`src/rtl/fnd_scan_ctrl_if.sv`:
```
// Host-side bus of the FND scan controller: display content in, digit/segment drive and strobes out.
// The controller sits on the slave modport; whatever feeds it uses master.
interface fnd_scan_ctrl_if #(
  parameter int NUM_DIGITS = 4
);
  logic [NUM_DIGITS*4-1:0] i_data;
  logic [NUM_DIGITS-1:0]   i_dp;
  logic [NUM_DIGITS-1:0]   i_blink;
  logic                    i_lzb;
  logic [3:0]              i_bright;
  logic                    i_load;
  logic                    o_load_ack;
  logic                    o_frame_start;
  logic [NUM_DIGITS-1:0]   fnd_com;
  logic [7:0]              fnd_data;

  modport master (
    output i_data, i_dp, i_blink, i_lzb, i_bright, i_load,
    input  o_load_ack, o_frame_start, fnd_com, fnd_data
  );

  modport slave (
    input  i_data, i_dp, i_blink, i_lzb, i_bright, i_load,
    output o_load_ack, o_frame_start, fnd_com, fnd_data
  );
endinterface

```
`src/rtl/fnd_scan_ctrl.sv`:
```
// Multiplexed 7-segment scanner: one digit per slot, guard/on/off PWM inside each slot,
// double-buffered content committed only at frame boundaries; blink, DP and leading-zero blanking.
module fnd_scan_ctrl #(
  parameter int NUM_DIGITS   = 4,
  parameter int TICK_DIV     = 100_000,
  parameter int BLINK_FRAMES = 125
) (
  input  logic           clk,
  input  logic           reset,
  fnd_scan_ctrl_if.slave bus
);
  localparam int CW  = $clog2(TICK_DIV);
  localparam int IW  = $clog2(NUM_DIGITS);
  localparam int FW  = $clog2(BLINK_FRAMES + 1);
  localparam int SUB = TICK_DIV / 16;
  localparam int DW  = NUM_DIGITS * 4;
  localparam logic [DW-1:0] BLANK_DATA = {NUM_DIGITS{4'hE}};

  typedef enum logic [1:0] {GUARD, ON, OFF} state_t;

  state_t                state_q, state_d;
  logic [CW-1:0]         cnt_q, cnt_d;
  logic [IW-1:0]         idx_q, idx_d;
  logic [FW-1:0]         frm_q, frm_d;
  logic                  hide_q, hide_d;
  logic                  pend_q, pend_d;
  logic [3:0]            bright_q, bright_d;
  logic [DW-1:0]         sh_data_q, act_data_q;
  logic [NUM_DIGITS-1:0] sh_dp_q, sh_blink_q, act_dp_q, act_blink_q;
  logic                  sh_lzb_q, act_lzb_q;

  logic                  slot_end, frame_end, commit;
  logic [3:0]            sub_d;
  logic [3:0]            nib;
  logic                  lz_run, lz_blank, hidden;
  logic [6:0]            seg;
  logic [NUM_DIGITS-1:0] com;
  logic [7:0]            dat;

  function automatic logic [6:0] decode(input logic [3:0] n);
    case (n)
      4'h0: return 7'h40;
      4'h1: return 7'h79;
      4'h2: return 7'h24;
      4'h3: return 7'h30;
      4'h4: return 7'h19;
      4'h5: return 7'h12;
      4'h6: return 7'h02;
      4'h7: return 7'h78;
      4'h8: return 7'h00;
      4'h9: return 7'h10;
      4'hF: return 7'h3F;
      default: return 7'h7F;
    endcase
  endfunction

  assign slot_end  = (cnt_q == CW'(TICK_DIV - 1));
  assign frame_end = slot_end && (idx_q == IW'(NUM_DIGITS - 1));
  assign commit    = frame_end && pend_q;

  always_comb begin
    cnt_d    = slot_end ? '0 : cnt_q + CW'(1);
    idx_d    = idx_q;
    frm_d    = frm_q;
    hide_d   = hide_q;
    bright_d = (cnt_q == '0) ? bus.i_bright : bright_q;
    pend_d   = bus.i_load ? 1'b1 : (commit ? 1'b0 : pend_q);
    if (slot_end) begin
      idx_d = frame_end ? '0 : idx_q + IW'(1);
    end
    if (frame_end) begin
      if (frm_q == FW'(BLINK_FRAMES - 1)) begin
        frm_d  = '0;
        hide_d = ~hide_q;
      end else begin
        frm_d = frm_q + FW'(1);
      end
    end
  end

  // Next state looks at the subtick of the upcoming count; brightness was latched on cycle 0 of the guard.
  always_comb begin
    state_d = state_q;
    sub_d   = 4'(int'(cnt_d) / SUB);
    case (state_q)
      GUARD:   if (sub_d != 4'd0) state_d = (bright_q != 4'd0) ? ON : OFF;
      ON:      if (sub_d == 4'd0) state_d = GUARD;
               else if (sub_d > bright_q) state_d = OFF;
      OFF:     if (sub_d == 4'd0) state_d = GUARD;
      default: state_d = GUARD;
    endcase
  end

  always_ff @(posedge clk or negedge reset) begin
    if (!reset) begin
      state_q     <= GUARD;
      cnt_q       <= '0;
      idx_q       <= '0;
      frm_q       <= '0;
      hide_q      <= 1'b0;
      pend_q      <= 1'b0;
      bright_q    <= 4'd0;
      sh_data_q   <= BLANK_DATA;
      sh_dp_q     <= '0;
      sh_blink_q  <= '0;
      sh_lzb_q    <= 1'b0;
      act_data_q  <= BLANK_DATA;
      act_dp_q    <= '0;
      act_blink_q <= '0;
      act_lzb_q   <= 1'b0;
    end else begin
      state_q  <= state_d;
      cnt_q    <= cnt_d;
      idx_q    <= idx_d;
      frm_q    <= frm_d;
      hide_q   <= hide_d;
      pend_q   <= pend_d;
      bright_q <= bright_d;
      if (bus.i_load) begin
        sh_data_q  <= bus.i_data;
        sh_dp_q    <= bus.i_dp;
        sh_blink_q <= bus.i_blink;
        sh_lzb_q   <= bus.i_lzb;
      end
      // Reads the pre-edge shadow, so a load landing on this cycle waits a frame.
      if (commit) begin
        act_data_q  <= sh_data_q;
        act_dp_q    <= sh_dp_q;
        act_blink_q <= sh_blink_q;
        act_lzb_q   <= sh_lzb_q;
      end
    end
  end

  always_comb begin
    nib    = act_data_q[int'(idx_q)*4 +: 4];
    lz_run = 1'b1;
    for (int d = 1; d < NUM_DIGITS; d++) begin
      if (d >= int'(idx_q) && act_data_q[d*4 +: 4] != 4'd0) lz_run = 1'b0;
    end
    lz_blank = act_lzb_q && (idx_q != '0) && lz_run;
    hidden   = hide_q && act_blink_q[idx_q];
    seg      = lz_blank ? 7'h7F : decode(nib);
    com      = '1;
    dat      = 8'hFF;
    if (state_q == ON) begin
      com[idx_q] = 1'b0;
      if (!hidden) dat = {~act_dp_q[idx_q], seg};
    end
  end

  assign bus.fnd_com       = com;
  assign bus.fnd_data      = dat;
  assign bus.o_load_ack    = commit;
  assign bus.o_frame_start = reset && (cnt_q == '0) && (idx_q == '0);
endmodule

```
`src/flat_wrapper.sv`:
```
// flat-port wrapper written by rule: the top's interface ports become plain ports
module fnd_scan_ctrl_flat 
#(
  parameter int NUM_DIGITS   = 4,
  parameter int TICK_DIV     = 100_000,
  parameter int BLINK_FRAMES = 125
)
  (clk, reset, bus_i_data, bus_i_dp, bus_i_blink, bus_i_lzb, bus_i_bright, bus_i_load, bus_o_load_ack, bus_o_frame_start, bus_fnd_com, bus_fnd_data);
  fnd_scan_ctrl_if #(.NUM_DIGITS(NUM_DIGITS)) bus_i ();
  input  logic clk;
  input  logic reset;
  input wire logic [$bits(bus_i.i_data)-1:0] bus_i_data;
  input wire logic [$bits(bus_i.i_dp)-1:0] bus_i_dp;
  input wire logic [$bits(bus_i.i_blink)-1:0] bus_i_blink;
  input wire logic [$bits(bus_i.i_lzb)-1:0] bus_i_lzb;
  input wire logic [$bits(bus_i.i_bright)-1:0] bus_i_bright;
  input wire logic [$bits(bus_i.i_load)-1:0] bus_i_load;
  output wire logic [$bits(bus_i.o_load_ack)-1:0] bus_o_load_ack;
  output wire logic [$bits(bus_i.o_frame_start)-1:0] bus_o_frame_start;
  output wire logic [$bits(bus_i.fnd_com)-1:0] bus_fnd_com;
  output wire logic [$bits(bus_i.fnd_data)-1:0] bus_fnd_data;
  assign bus_i.i_data = bus_i_data;
  assign bus_i.i_dp = bus_i_dp;
  assign bus_i.i_blink = bus_i_blink;
  assign bus_i.i_lzb = bus_i_lzb;
  assign bus_i.i_bright = bus_i_bright;
  assign bus_i.i_load = bus_i_load;
  assign bus_o_load_ack = bus_i.o_load_ack;
  assign bus_o_frame_start = bus_i.o_frame_start;
  assign bus_fnd_com = bus_i.fnd_com;
  assign bus_fnd_data = bus_i.fnd_data;
  fnd_scan_ctrl #(.NUM_DIGITS(NUM_DIGITS), .TICK_DIV(TICK_DIV), .BLINK_FRAMES(BLINK_FRAMES)) u_core (.clk(clk), .reset(reset), .bus(bus_i));
endmodule
```
`config.mk`:
```
export PLATFORM = sky130hd
export DESIGN_NAME = fnd_scan_ctrl_flat
export DESIGN_NICKNAME = d
export VERILOG_FILES = /design/src/rtl/fnd_scan_ctrl_if.sv /design/src/rtl/fnd_scan_ctrl.sv /design/src/flat_wrapper.sv
export SDC_FILE = /design/constraint.sdc
export NUM_CORES = 1
export LEC_CHECK = 0
export CAP_MARGIN = 40
export CORE_ASPECT_RATIO = 0.8
export CORE_MARGIN = 5
export CORE_UTILIZATION = 60
export DETAILED_ROUTE_END_ITERATION = 12
export HOLD_SLACK_MARGIN = 0.05
export PLACE_DENSITY = 0.81
export SETUP_SLACK_MARGIN = 0.5
export SYNTH_ARGS = -nofsm -noshare
export SYNTH_HDL_FRONTEND = slang
export SYNTH_SLANG_ARGS = --single-unit
```
`constraint.sdc`:
```
create_clock -name clk -period 8.68 [get_ports clk]
set_input_delay 2.604 -clock clk [delete_from_list [all_inputs] [get_ports clk]]
set_output_delay 2.604 -clock clk [all_outputs]
set_load 0.005 [all_outputs]
```
After elaboration in Yosys (flattened, before gate mapping)

Memory sizes are Yosys's and may differ from the RTL's.
Index checks and enable logic that the tools add are counted.

Add/sub/neg operators: 3
Divide/modulo/power cells: 1
$lt $le $gt $ge: 5
Eq/ne operators: 8
Shifts and indexed selects: 1
Mux-type cells: 24
Bitwise logic cells: 3
Reduce and logical (&&, ||, !) cells: 23

Operators by type and width:

| kind                     | count |
|---|---|
| $div A18 B14 Y32 const B | 1 |
| $reduce_bool A4 Y1       | 5 |
| $add A17 B1 Y17 const B  | 1 |
| $eq A17 B17 Y1 const B   | 1 |
| $logic_not A17 Y1        | 1 |
| $mux W17                 | 1 |
| $mux W8                  | 2 |
| $shiftx A16 B5 Y4        | 1 |
| $mux W7                  | 2 |
| $mux W2                  | 6 |
| $logic_and A1 B1 Y1      | 10 |
| $mux W1                  | 8 |
| $add A7 B1 Y7 const B    | 1 |
| $eq A7 B7 Y1 const B     | 1 |
| $pmux W2 S3              | 1 |
| $bmux W1 S2              | 2 |
| $eq A2 B2 Y1 const B     | 2 |
| $gt A4 B4 Y1             | 1 |
| $logic_not A2 Y1         | 2 |
| $logic_not A4 Y1         | 1 |
| $mux W4                  | 1 |
| $ne A2 B1 Y1 const B     | 2 |
| $not A4 Y4               | 1 |
| $reduce_bool A2 Y1       | 2 |
| 11 further kinds         | 12 |

Flip-flop bits (word level): 84
Bits in read-only memories: 112
Bits of input ports: 32
Output and inout port bits: 14
Logic and storage cells: 84
Memories: 1

Memories:

| name            | depth | width | read ports | clocked after memory_dff | write ports | RTL line            | RTL |
|---|---|---|---|---|---|---|---|
| (no name shown) | 16    | 7     | 1          | 0                        | 0           | fnd_scan_ctrl.sv:41 | `case (n)` |

Longest topological paths before layout

Word-level depth: 9
Gate-level depth with buffers: 35
Mapped depth without buffers: 33

Worst setup path before layout

Ideal clock, no wire load.

Kind: register -> register
Start: register u_core.cnt_q[0]
End: register u_core.state_q[0]
Library setup time: 94 ps
Arrival: 6788 ps
Data required time: 8586 ps
Slack: 1798 ps
Stages on the path, launching flop included: 32
Path buffers: 2
Period minus slack after synthesis: 6882 ps
Path through: dfrtp_1 ha_1 clkbuf_2 nand4_1 or4_1 buf_4 and2_1 ha_1 o21ai_0 a311oi_2 a2111oi_4 xnor2_1 o211a_1 a31oi_1 mux2i_1 a21boi_0 o21ai_0 mux2i_1 nor4_1 a2bb2oi_1 mux2i_1 a31o_1 nor3b_1 ha_1 nor2b_1 o21ai_0 nand2b_1 a21oi_1 a41oi_1 nand2_1 o21ai_0 a211oi_1

Word-level cells in the longest chain between the ends: 6
Elaborated cells between the ends (all ways): 13
Those cells by class: 1 x add/sub; 1 x div; 1 x order compare; 4 x eq/ne; 3 x mux; 3 x reduce/logical

Ends and longest elaborated chain:

| element                                                           | RTL line                                 | RTL |
|---|---|---|
| start: declaration                                                | fnd_scan_ctrl.sv:22                      | `logic [CW-1:0] cnt_q, cnt_d;` |
| start signal: assignment                                          | fnd_scan_ctrl.sv:113                     | `cnt_q <= cnt_d;` |
| $add A17 B1 Y17 or $eq A17 B17 Y1 (tied branches)                 | fnd_scan_ctrl.sv:62, fnd_scan_ctrl.sv:57 |  |
| $mux W17 *                                                        | fnd_scan_ctrl.sv:62                      | `cnt_d = slot_end ? '0 : cnt_q + CW'(1);` |
| named net u_core.cnt_d[5]                                         | fnd_scan_ctrl.sv:22                      |  |
| $div A18 B14 Y32 *                                                | fnd_scan_ctrl.sv:84                      | `sub_d = 4'(int'(cnt_d) / SUB);` |
| $gt A4 B4 Y1 (tied with other cells)                              | fnd_scan_ctrl.sv:88                      | `else if (sub_d > bright_q) state_d = OFF;` |
| $ne A3 B1 Y1 (no source line) (tied with other cells)             | n/a                                      |  |
| $reduce_and A3 Y1 (no source line) or $pmux W2 S3 (tied branches) | n/a                                      |  |
| end signal: assignment                                            | fnd_scan_ctrl.sv:112                     | `state_q <= state_d;` |
| end: declaration                                                  | fnd_scan_ctrl.sv:21                      | `state_t state_q, state_d;` |

The timed path passes the listed nets; every way through them passes the cells marked *.
A chain may end at the register's enable or synchronous reset.

Worst setup path in the final report

Ends and elaborated chain as after synthesis.

==> flow_summary.ini <==
[synthesis]
synth_edf_count = 0
synth.area.top_cells = dfrtp_1 25%, dfstp_2 10%, mux2_2 9.6%
synth_nets = 699
ys_ff_latch = 84
yosysTopAreaCellShare_pct = 24.5
yosysMostFrequentCell = dfrtp_1
ys_types = 84
synth_top_flop_cell = dfrtp_1
yosys_warnings = 0
ys_async_sr_fraction_pct = 100
syn_area_um2 = 6130
synth_cells = 648
yosysTopAreaCell = dfrtp_1
synth.avg_cell_area_um2 = 9.46
yosys-top-cells-count = 60 x dfrtp_1, 53 x nand2_1, 52 x mux2_2
yosysSeqAreaShare_pct = 34.8

[worst_setup_path]
cp_data_arrival_time_ns = 7.85
cp-end-kind = flop
cp_max_fo = 10
critPathLaunchType = flop
cpLargestDelayFamily = compound AO/OA/AOI/OAI gates
worstPathRequired_ns = 8.94
cp.buffers_inverters = 0
cpPeakStageDelay_ns = 0.70
critPathSlowestCell = or4_4
crit_type = reg2reg

[worst_hold_path]
worst_hold_path_type = reg2reg

[power_and_ir_drop]
p_comb_share_pct = 5.1
pwr-share-clk_pct = 46.5
p_total_w = 0.000857
power_switching_share_pct = 23.1
power_frac_seq_pct = 48.5
p_int_w = 0.000659
ir_drop_mv = 0.164
p_sw_w = 0.000198
p_leak_nw = 2.81
power_density_nw_per_um2 = 120

[layout]
nets = 744
num-fill-cells = 752
n_antenna_cell = 0
drive_gt1_share_pct = 19.6
syn2layout_area_growth_pct = 16.0

[global_routing]
grt_max_degree = 53
met3_usage_pct = 5.24
met1_usage_pct = 41.8
grt.busiest_layer = met2
grt_pass1_wl_mm = 27.6
grt_usage_pct = 28.1
antenna_found_initial = 0
grt_use_met2_pct = 43.2
grt_overflow_total = 0
grt_pass1_vias = 5291

[detailed_routing]
ant_nets = 0
viasPerCell = 6.58
routed_wl_mm = 16.8
vias = 5513
wl_per_cell_um = 20.0
drc = 0
drtPass1Iterations = 5
drtIter0Drc = 697

[timing]
fin_skew_ns = 0.00716
finalHoldViolations = 0
slew_viol_final = 0
tns_ns = 0
tightest_slew_ns = 0.971
finalSetupViolations = 0
layout_worst_path_cycle_share_pct = 87.5
fmax_mhz = 132
rsz0062_at_grt = no
slew_headroom_pct = 34.2
finalCriticalPeriod_ns = 7.59

[clock_network]
cts_tree = yes
htree_levels = 3
clock-sinks = 84
root_buffer = clkbuf_16
clk_pin_slew_ns = 0.07
clk_path_buf_depth = 2
clock_latency_ns = 0.35
cts_buffers = 9

[die]
dieHeight_um = 100
start_util_pct = 60.6
core_area_um2 = 10100
fp.dieW_um = 123
die_area_um2 = 12300
ios = 46
rows = 33

[place]
hpwl_mm = 12.3
port_buffers = 45
gp_congestion = 0.954

[job]
cap_violations = 0

[outcome]
status = completed
==> routing by layer <==
| metal | up-vias | wire, µm |
|---|---|---|
| met4 | 0 | 300 |
| met1 | 2685 | 7810 |
| met5 | - | 0 |
| li1 | 2534 | - |
| met3 | 33 | 1180 |
| met2 | 261 | 7500 |
==> worst register-to-register path: cells and delay by family (launching register included) <==
kind / cells / cell delay (ns)
adders and majority gates: 3 / 0.82
muxes: 1 / 0.37
DFF: 1 / 0.46
AOI/OAI and AO/OA: 14 / 3.06
and+or+nand+nor: 12 / 2.54
xor gates and xnor gates: 1 / 0.25
==> worst paths after layout <==
kind,startpoint,end,slack [ns],depth (start not counted)
setup / recovery,u_core.cnt_q[0],u_core.state_q[0],1.09,31
hold / removal,u_core.pend_q,u_core.pend_q,0.48,1
setup reg to reg,u_core.cnt_q[0],u_core.state_q[0],1.09,31
hold reg to reg,u_core.pend_q,u_core.pend_q,0.48,1
max in group asynchronous,reset,u_core.act_data_q[1],5.70,3
min in group asynchronous,reset,u_core.sh_data_q[7],2.21,1
==> power groups by stage <==
stage,registers [W],logic (W),clock network [W]
after floorplan,0.000419,0.0000167,0
after global placement,0.000421,0.0000399,0
after detailed placement,0.000422,0.0000438,0
after CTS,0.000415,0.0000440,0.000402
after global routing,0.000417,0.0000476,0.000424
final,0.000415,0.0000433,0.000398
==> cells in the final DEF (no fill, tap or decap), types with 7 or more instances in the layout <==
cell	count
dfstp_2	24
clkbuf_16	10
o211ai_1	11
nor4_1	18
nand2_1	53
or3_1	8
and3_1	8
nand4_1	14
mux2i_1	7
dfrtp_1	60
ha_1	19
nor3_1	12
xor2_1	10
a21oi_1	26
mux2_2	52
nor2_1	44
o21ai_0	40
inv_1	35
buf_4	9
nand3_1	9
a31oi_1	11
clkdlybuf4s50_1	44
xnor2_1	23
and2_1	8
==> final cells by class <==
cell class | count | area [µm²] | share of cell area, %
Multi-Input combinational cell | 506 | 3800 | 53.5
Sequential cell | 84 | 2130 | 30.0
Timing Repair Buffer | 55 | 551 | 7.74
Clock buffer | 11 | 264 | 3.71
Tap cell | 140 | 175 | 2.46
Inverter | 37 | 139 | 1.95
Clock inverter | 5 | 45.0 | 0.634
==> flip-flops by register name, indices dropped and copies added, names as in the netlist <==
signal	cells
u_core.sh_data_q	16
u_core.act_lzb_q	1
u_core.state_q	2
u_core.cnt_q	17
u_core.frm_q	7
u_core.hide_q	1
u_core.idx_q	2
u_core.sh_blink_q	4
u_core.sh_lzb_q	1
u_core.act_dp_q	4
u_core.bright_q	4
u_core.pend_q	1
u_core.sh_dp_q	4
u_core.act_blink_q	4
u_core.act_data_q	16
==> timing repair <==
action	in CTS	in global routing
hold buffers	0	0
gates resized for setup	0	7
endpoints found under the hold margin	0	0
setup endpoints to repair	0	2
buffers inserted	0	5
==> cells by family (layout without fill, tap and decap cells) <==
group           Yosys count  count (layout)  synth area share [%]
xor+xnor                 33              33                  4.72
fa+ha+maj                20              20                  4.04
simple gates            213             213                  18.1
compound gates          172             172                  21.2
flops                    84              84                  34.8
mux                      68              68                  13.5
buf+inv                  58             108                  3.66
==> per-stage QoR <==
step / setup WS, ns / util [%] / cells / hold WS (ns) / area [µm²]
after detailed placement: 0.634 / 66.5 / 817 / 0.461 / 6730
after CTS: 0.595 / 69.6 / 833 / 0.476 / 7040
after global placement: 0.983 / 66.1 / 815 / 0.452 / 6690
after floorplan: 1.80 / - / 648 / 0.437 / 6130
final: 1.09 / 70.3 / 838 / 0.476 / 7110
after global routing: 0.542 / 70.3 / 838 / 0.494 / 7110
No activity file was read; power rests on OpenSTA's default activity.
